[config.mk]
export PLATFORM = sky130hd
export DESIGN_NAME = uart_tx_fifo_flat
export DESIGN_NICKNAME = d
export VERILOG_FILES = /design/src/rtl/uart_tx_fifo_if.sv /design/src/rtl/uart_tx_fifo.sv /design/src/flat_wrapper.sv
export SDC_FILE = /design/constraint.sdc
export NUM_CORES = 1
export LEC_CHECK = 0
export CAP_MARGIN = 15
export CORE_UTILIZATION = 45
export CTS_CLUSTER_SIZE = 10
export DETAILED_ROUTE_END_ITERATION = 16
export PLACE_DENSITY = 0.68
export SYNTH_ARGS = -nofsm -noshare
export SYNTH_HDL_FRONTEND = slang
export SYNTH_SLANG_ARGS = --single-unit
[constraint.sdc]
create_clock -name clk -period 4.6 [get_ports clk]
set_clock_uncertainty 0.15 [all_clocks]
set_input_delay 1.38 -clock clk [delete_from_list [all_inputs] [get_ports clk]]
set_output_delay 1.38 -clock clk [all_outputs]
set_load 0.01 [all_outputs]
[src/rtl/uart_tx_fifo_if.sv]
// Byte-in / serial-out bundle for uart_tx_fifo. The master offers bytes; the slave
// (the transmitter) drives the line, the frame status and the FIFO fill level.
interface uart_tx_fifo_if #(
  parameter int FIFO_DEPTH = 4
) ();
  // Handshake: a byte moves into the FIFO on a rising edge where tx_valid and
  // tx_ready are both high; tx_ready never depends on tx_valid or on a same-cycle pop.
  logic [7:0]                    tx_byte;
  logic                          tx_valid;
  logic                          tx_ready;
  logic                          serial_out;
  logic                          tx_active;
  logic                          tx_done;
  logic [$clog2(FIFO_DEPTH):0]   fifo_count;
  logic [1:0]                    dbg_state;

  modport master (
    output tx_byte, tx_valid,
    input  tx_ready, serial_out, tx_active, tx_done, fifo_count, dbg_state
  );

  modport slave (
    input  tx_byte, tx_valid,
    output tx_ready, serial_out, tx_active, tx_done, fifo_count, dbg_state
  );
endinterface

[src/rtl/uart_tx_fifo.sv]
// 8N1 UART transmitter fed by a small byte FIFO; frames run back-to-back while data
// is queued. The FSM state is exported on dbg_state (IDLE=0, START=1, DATA=2, STOP=3).
module uart_tx_fifo #(
  parameter int CLKS_PER_BIT = 217,
  parameter int FIFO_DEPTH   = 4
) (
  input  logic          clk,
  input  logic          rst,
  uart_tx_fifo_if.slave bus
);
  localparam int CW = (CLKS_PER_BIT > 1) ? $clog2(CLKS_PER_BIT) : 1;
  localparam int AW = $clog2(FIFO_DEPTH);
  localparam logic [CW-1:0] LAST_C  = CW'(CLKS_PER_BIT - 1);
  localparam logic [AW:0]   DEPTH_C = (AW + 1)'(FIFO_DEPTH);

  typedef enum logic [1:0] {IDLE = 2'd0, START = 2'd1, DATA = 2'd2, STOP = 2'd3} state_t;

  state_t        state_q, state_d;
  logic [CW-1:0] clk_cnt_q, clk_cnt_d;
  logic [2:0]    bit_idx_q, bit_idx_d;
  logic [7:0]    shift_q, shift_d;
  logic          serial_q, serial_d;
  logic          done_q, done_d;
  logic [7:0]    mem_q [FIFO_DEPTH];
  logic [AW-1:0] wr_ptr_q, rd_ptr_q;
  logic [AW:0]   count_q, count_d;
  logic          push, pop, bit_end;

  assign bus.tx_ready   = (count_q < DEPTH_C) && !rst;
  assign bus.serial_out = serial_q;
  assign bus.tx_done    = done_q;
  assign bus.tx_active  = (state_q != IDLE);
  assign bus.fifo_count = count_q;
  assign bus.dbg_state  = state_q;

  assign push    = bus.tx_valid && bus.tx_ready;
  assign bit_end = (clk_cnt_q == LAST_C);

  always_comb begin
    state_d   = state_q;
    clk_cnt_d = clk_cnt_q;
    bit_idx_d = bit_idx_q;
    shift_d   = shift_q;
    serial_d  = serial_q;
    done_d    = 1'b0;
    pop       = 1'b0;
    case (state_q)
      IDLE: begin
        serial_d  = 1'b1;
        clk_cnt_d = '0;
        if (count_q != '0) begin
          pop      = 1'b1;
          shift_d  = mem_q[rd_ptr_q];
          serial_d = 1'b0;
          state_d  = START;
        end
      end
      START: begin
        if (bit_end) begin
          // Present bit 0 and pre-shift so shift_q[0] always holds the next bit.
          clk_cnt_d = '0;
          bit_idx_d = '0;
          serial_d  = shift_q[0];
          shift_d   = {1'b0, shift_q[7:1]};
          state_d   = DATA;
        end else begin
          clk_cnt_d = clk_cnt_q + CW'(1);
        end
      end
      DATA: begin
        if (bit_end) begin
          clk_cnt_d = '0;
          if (bit_idx_q == 3'd7) begin
            serial_d = 1'b1;
            state_d  = STOP;
          end else begin
            serial_d  = shift_q[0];
            shift_d   = {1'b0, shift_q[7:1]};
            bit_idx_d = bit_idx_q + 3'd1;
          end
        end else begin
          clk_cnt_d = clk_cnt_q + CW'(1);
        end
      end
      STOP: begin
        if (bit_end) begin
          // Chain straight into the next start bit when a byte is waiting.
          clk_cnt_d = '0;
          done_d    = 1'b1;
          if (count_q != '0) begin
            pop      = 1'b1;
            shift_d  = mem_q[rd_ptr_q];
            serial_d = 1'b0;
            state_d  = START;
          end else begin
            serial_d = 1'b1;
            state_d  = IDLE;
          end
        end else begin
          clk_cnt_d = clk_cnt_q + CW'(1);
        end
      end
      default: state_d = IDLE;
    endcase
  end

  always_comb begin
    count_d = count_q;
    if (push && !pop)      count_d = count_q + (AW + 1)'(1);
    else if (pop && !push) count_d = count_q - (AW + 1)'(1);
  end

  always_ff @(posedge clk) begin
    if (rst) begin
      state_q   <= IDLE;
      clk_cnt_q <= '0;
      bit_idx_q <= '0;
      shift_q   <= '0;
      serial_q  <= 1'b1;
      done_q    <= 1'b0;
      wr_ptr_q  <= '0;
      rd_ptr_q  <= '0;
      count_q   <= '0;
    end else begin
      state_q   <= state_d;
      clk_cnt_q <= clk_cnt_d;
      bit_idx_q <= bit_idx_d;
      shift_q   <= shift_d;
      serial_q  <= serial_d;
      done_q    <= done_d;
      count_q   <= count_d;
      if (push) wr_ptr_q <= wr_ptr_q + AW'(1);
      if (pop)  rd_ptr_q <= rd_ptr_q + AW'(1);
    end
  end

  always_ff @(posedge clk) begin
    if (push) mem_q[wr_ptr_q] <= bus.tx_byte;
  end
endmodule
[src/flat_wrapper.sv]
// flat-port wrapper written by rule: the top's interface ports become plain ports
module uart_tx_fifo_flat 
#(
  parameter int CLKS_PER_BIT = 217,
  parameter int FIFO_DEPTH   = 4
)
  (clk, rst, bus_tx_byte, bus_tx_valid, bus_tx_ready, bus_serial_out, bus_tx_active, bus_tx_done, bus_fifo_count, bus_dbg_state);
  uart_tx_fifo_if #(.FIFO_DEPTH(FIFO_DEPTH)) bus_i ();
  input  logic clk;
  input  logic rst;
  input wire logic [$bits(bus_i.tx_byte)-1:0] bus_tx_byte;
  input wire logic [$bits(bus_i.tx_valid)-1:0] bus_tx_valid;
  output wire logic [$bits(bus_i.tx_ready)-1:0] bus_tx_ready;
  output wire logic [$bits(bus_i.serial_out)-1:0] bus_serial_out;
  output wire logic [$bits(bus_i.tx_active)-1:0] bus_tx_active;
  output wire logic [$bits(bus_i.tx_done)-1:0] bus_tx_done;
  output wire logic [$bits(bus_i.fifo_count)-1:0] bus_fifo_count;
  output wire logic [$bits(bus_i.dbg_state)-1:0] bus_dbg_state;
  assign bus_i.tx_byte = bus_tx_byte;
  assign bus_i.tx_valid = bus_tx_valid;
  assign bus_tx_ready = bus_i.tx_ready;
  assign bus_serial_out = bus_i.serial_out;
  assign bus_tx_active = bus_i.tx_active;
  assign bus_tx_done = bus_i.tx_done;
  assign bus_fifo_count = bus_i.fifo_count;
  assign bus_dbg_state = bus_i.dbg_state;
  uart_tx_fifo #(.CLKS_PER_BIT(CLKS_PER_BIT), .FIFO_DEPTH(FIFO_DEPTH)) u_core (.clk(clk), .rst(rst), .bus(bus_i));
endmodule
==> metrics.md <==
| Metric | Value |
|---|---|
| Power per cell area | 568 nW/um^2 |
| First-iteration detailed-routing DRC count | approximately 100 |
| Fin Setup TNS | 0 ps |
| Asr flop ratio synth | 0% |
| CTS tree | built |
| Synth Warn # | 0 |
| Gpl congestion | 0.775 |
| Share of cells above drive strength 1 | 9.33% |
| Core region area | 6030 sq um |
| Worst Path Max Fanout | 6 |
| Total track usage | 16.9% |
| Worst-Margin Slew | about 860 ps |
| Final wirelength | about 5000 um |
| Clock Latency Late Sink | 350 ps |
| Largest net degree at the start of global routing | 28 |
| Wirelength per Cell | 14.6 um |
| RSZ-0062 raised after global routing | false |
| CP Class | primary input to primary output |
| WP data arrival | 2720 ps |
| PortBufs | 19 |
| Syn nets | 273 |
| Clk pin slew, worst setup/hold paths | 70 ps |
| DP Area | 3080 sq um |
| Startpoint Class | primary input |
| DRC errors left | 0 |
| Vias | 1811 |
| Initial antenna violation count | 0 |
| Hold Slack | 312 ps |
| H-tree Lvls | 3 |
| Fin. Hold Viols | 0 |
| Rel. slew slack | 42.7% |
| Finished Cell Area | 3240 sq um |
| Post-CTS setup buffer count | 0 |
| Mean post-synth cell area | around 12 sq um |
| EDFF count, synth | 32 |
| Die area | between 6000 and 7000 sq um |
| FF+latch count, synth | 64 |
| Synth cell types | between 40 and 50 |
| Row Count | 28 |
| Dpl hpwl | ~3300 um |
| Inserted Clock Buffers | 9 |
| Leakage power | 1.14 nW |
| Final ANT Viol Nets | 0 |
| Register area share after synthesis | 56.1% |
| Top-Level Pins | 20 |
| Nets | 290 |
| Layout area overhead | 13.5% |
| Max Cap Viol | 0 |
| Grt total ovfl | 0 |
| Antenna Cells | 0 |
| Die X | 81.6 um |
| CP endpoint kind | primary output |
| Post-CTS Hold Buffers | 0 |
| Primary FF master, synth | edfxtp_1 |
| CTS resizes | 0 |
| Fmax | 235 MHz |
| DR vias/cell | 5.28 |
| Status | complete, no violations |
| Starting Density | 47.4% |
| Setup violators final | 0 |
| R2R depth | 9 |
| Final max-slew violation count | 0 |
| Tmin final | 4250 ps |
| HP Class | flip-flop to flip-flop |
| Worst vdd ir | 0.000302 V |
| Chip height | 81.6 um |
| Vias in the first global route | approximately 1600 |
| Clock tree buffer depth | 2 |
| Period utilization | 92.4% |
| Cells after Synth | ~250 |
| Total clock sinks | 64 |
| First-pass GRT wire length | around 8000 um |
| Hold Crit Depth | 1 |
| Required @ worst endpoint | 3070 ps |
| Drt pass-1 iters | 4 |
| Syn Std Cell Area | 2850 sq um |
| Clk root buf | clkbuf_8 |
## kinds of logic after synthesis
kind of cell	after synthesis	share of synthesized area, %
buffers and inverters	23	3.51
and+or+nand+nor	80	14.8
adders and majority gates	15	6.84
xor gates and xnor gates	9	2.76
muxes	18	6.80
DFF	64	56.1
AOI/OAI and AO/OA	38	9.21
## final cells by class
| cell class | count | area, sq um |
|---|---|---|
| repair buffers | 20 | 198 |
| clock buffers | 9 | 124 |
| flip-flops and latches | 64 | 1600 |
| well taps | 75 | 93.8 |
| fillers | 518 | 2790 |
| multi-input cells | 160 | 1150 |
| inverters | 9 | 33.8 |
| clock inverters | 6 | 37.5 |
## path summary, 6_finish.rpt
| kind | end | slack, ps | from |
|---|---|---|---|
| setup / recovery | bus_tx_ready | 350 | rst |
| setup reg to reg | u_core.bus.fifo_count[2] | 1720 | u_core.bus.dbg_state[1] |
| hold / removal | u_core.clk_cnt_q[0] | 310 | u_core.clk_cnt_q[0] |
| hold reg to reg | u_core.clk_cnt_q[0] | 310 | u_core.clk_cnt_q[0] |
## synth_stat cells, types with 2 or more instances
| cell type | instances | area (sq um) |
|---|---|---|
| a21oi_1 | 16 | 80.1 |
| and2_1 | 3 | 18.8 |
| and3_1 | 4 | 25.0 |
| buf_2 | 5 | 25.0 |
| clkbuf_1 | 8 | 30.0 |
| dfxtp_1 | 32 | 641 |
| edfxtp_1 | 32 | 961 |
| ha_1 | 14 | 175 |
| inv_1 | 9 | 33.8 |
| mux2i_1 | 16 | 160 |
| nand2_1 | 11 | 41.3 |
| nand2b_1 | 6 | 37.5 |
| nand3_1 | 5 | 25.0 |
| nor2_1 | 17 | 63.8 |
| nor2b_1 | 3 | 18.8 |
| nor3_1 | 18 | 90.1 |
| o21ai_0 | 3 | 15.0 |
| o221ai_1 | 7 | 61.3 |
| o31ai_1 | 2 | 15.0 |
| or3_1 | 3 | 18.8 |
| xnor2_1 | 4 | 35.0 |
| xor2_1 | 5 | 43.8 |
## power by group
part	switching, mW	leakage, nW	total [mW]	internal, mW
clock network	0.215	0.0769	0.404	0.189
logic	0.390	0.508	0.697	0.307
registers	0.0623	0.552	0.739	0.677
total	0.667	1.14	1.84	1.17
## critical path: stages
cell	delay, ps
clkdlybuf4s50_1	480
nor2_1	270
clkdlybuf4s50_1	590
## layer usage
metal	share of wire, %	wire (um)	track usage (%)
met4	2.4	121	9.47
met3	4.6	229	5.44
met2	42	2080	22.9
met1	51	2580	23.4
met5	0	0	0
## state kept, by name (all words and copies together), names as in the netlist, named ones only
name / count
u_core.mem_q: 32
u_core.clk_cnt_q: 8
u_core.shift_q: 8
u_core.bit_idx_q: 3
u_core.bus.fifo_count: 3
u_core.bus.dbg_state: 2
u_core.rd_ptr_q: 2
u_core.wr_ptr_q: 2
u_core.bus.serial_out: 1
u_core.bus.tx_done: 1
## metrics by stage
stage / total power [mW] / setup WS [ps] / util, % / instances
floorplan: 1.27 / 1050 / - / 247
global placement: 1.44 / 360 / 51.1 / 328
detailed placement: 1.45 / 361 / 51.1 / 328
CTS: 1.85 / 344 / 53.8 / 343
global route: 1.96 / 255 / 53.8 / 343
finish: 1.84 / 349 / 53.8 / 343
## layout by cell type, fill, tap and decap left out, types with 2 or more instances in the layout
| cell type | synthesis | final |
|---|---|---|
| xor2_1 | 5 | 5 |
| o221ai_1 | 7 | 7 |
| or3_1 | 3 | 3 |
| ha_1 | 14 | 14 |
| and3_1 | 4 | 4 |
| mux2i_1 | 16 | 16 |
| nand2b_1 | 6 | 6 |
| and2_1 | 3 | 3 |
| edfxtp_1 | 32 | 32 |
| clkdlybuf4s50_1 | 0 | 19 |
| o31ai_1 | 2 | 2 |
| inv_1 | 9 | 9 |
| a21oi_1 | 16 | 16 |
| nor3_1 | 18 | 18 |
| xnor2_1 | 4 | 4 |
| nor2_1 | 17 | 17 |
| nor2b_1 | 3 | 3 |
| o21ai_0 | 3 | 3 |
| nand2_1 | 11 | 11 |
| clkinvlp_4 | 0 | 3 |
| clkinv_2 | 0 | 3 |
| dfxtp_1 | 32 | 32 |
| clkbuf_8 | 0 | 9 |
| nand3_1 | 5 | 5 |
(Power assumes the default switching activity.)
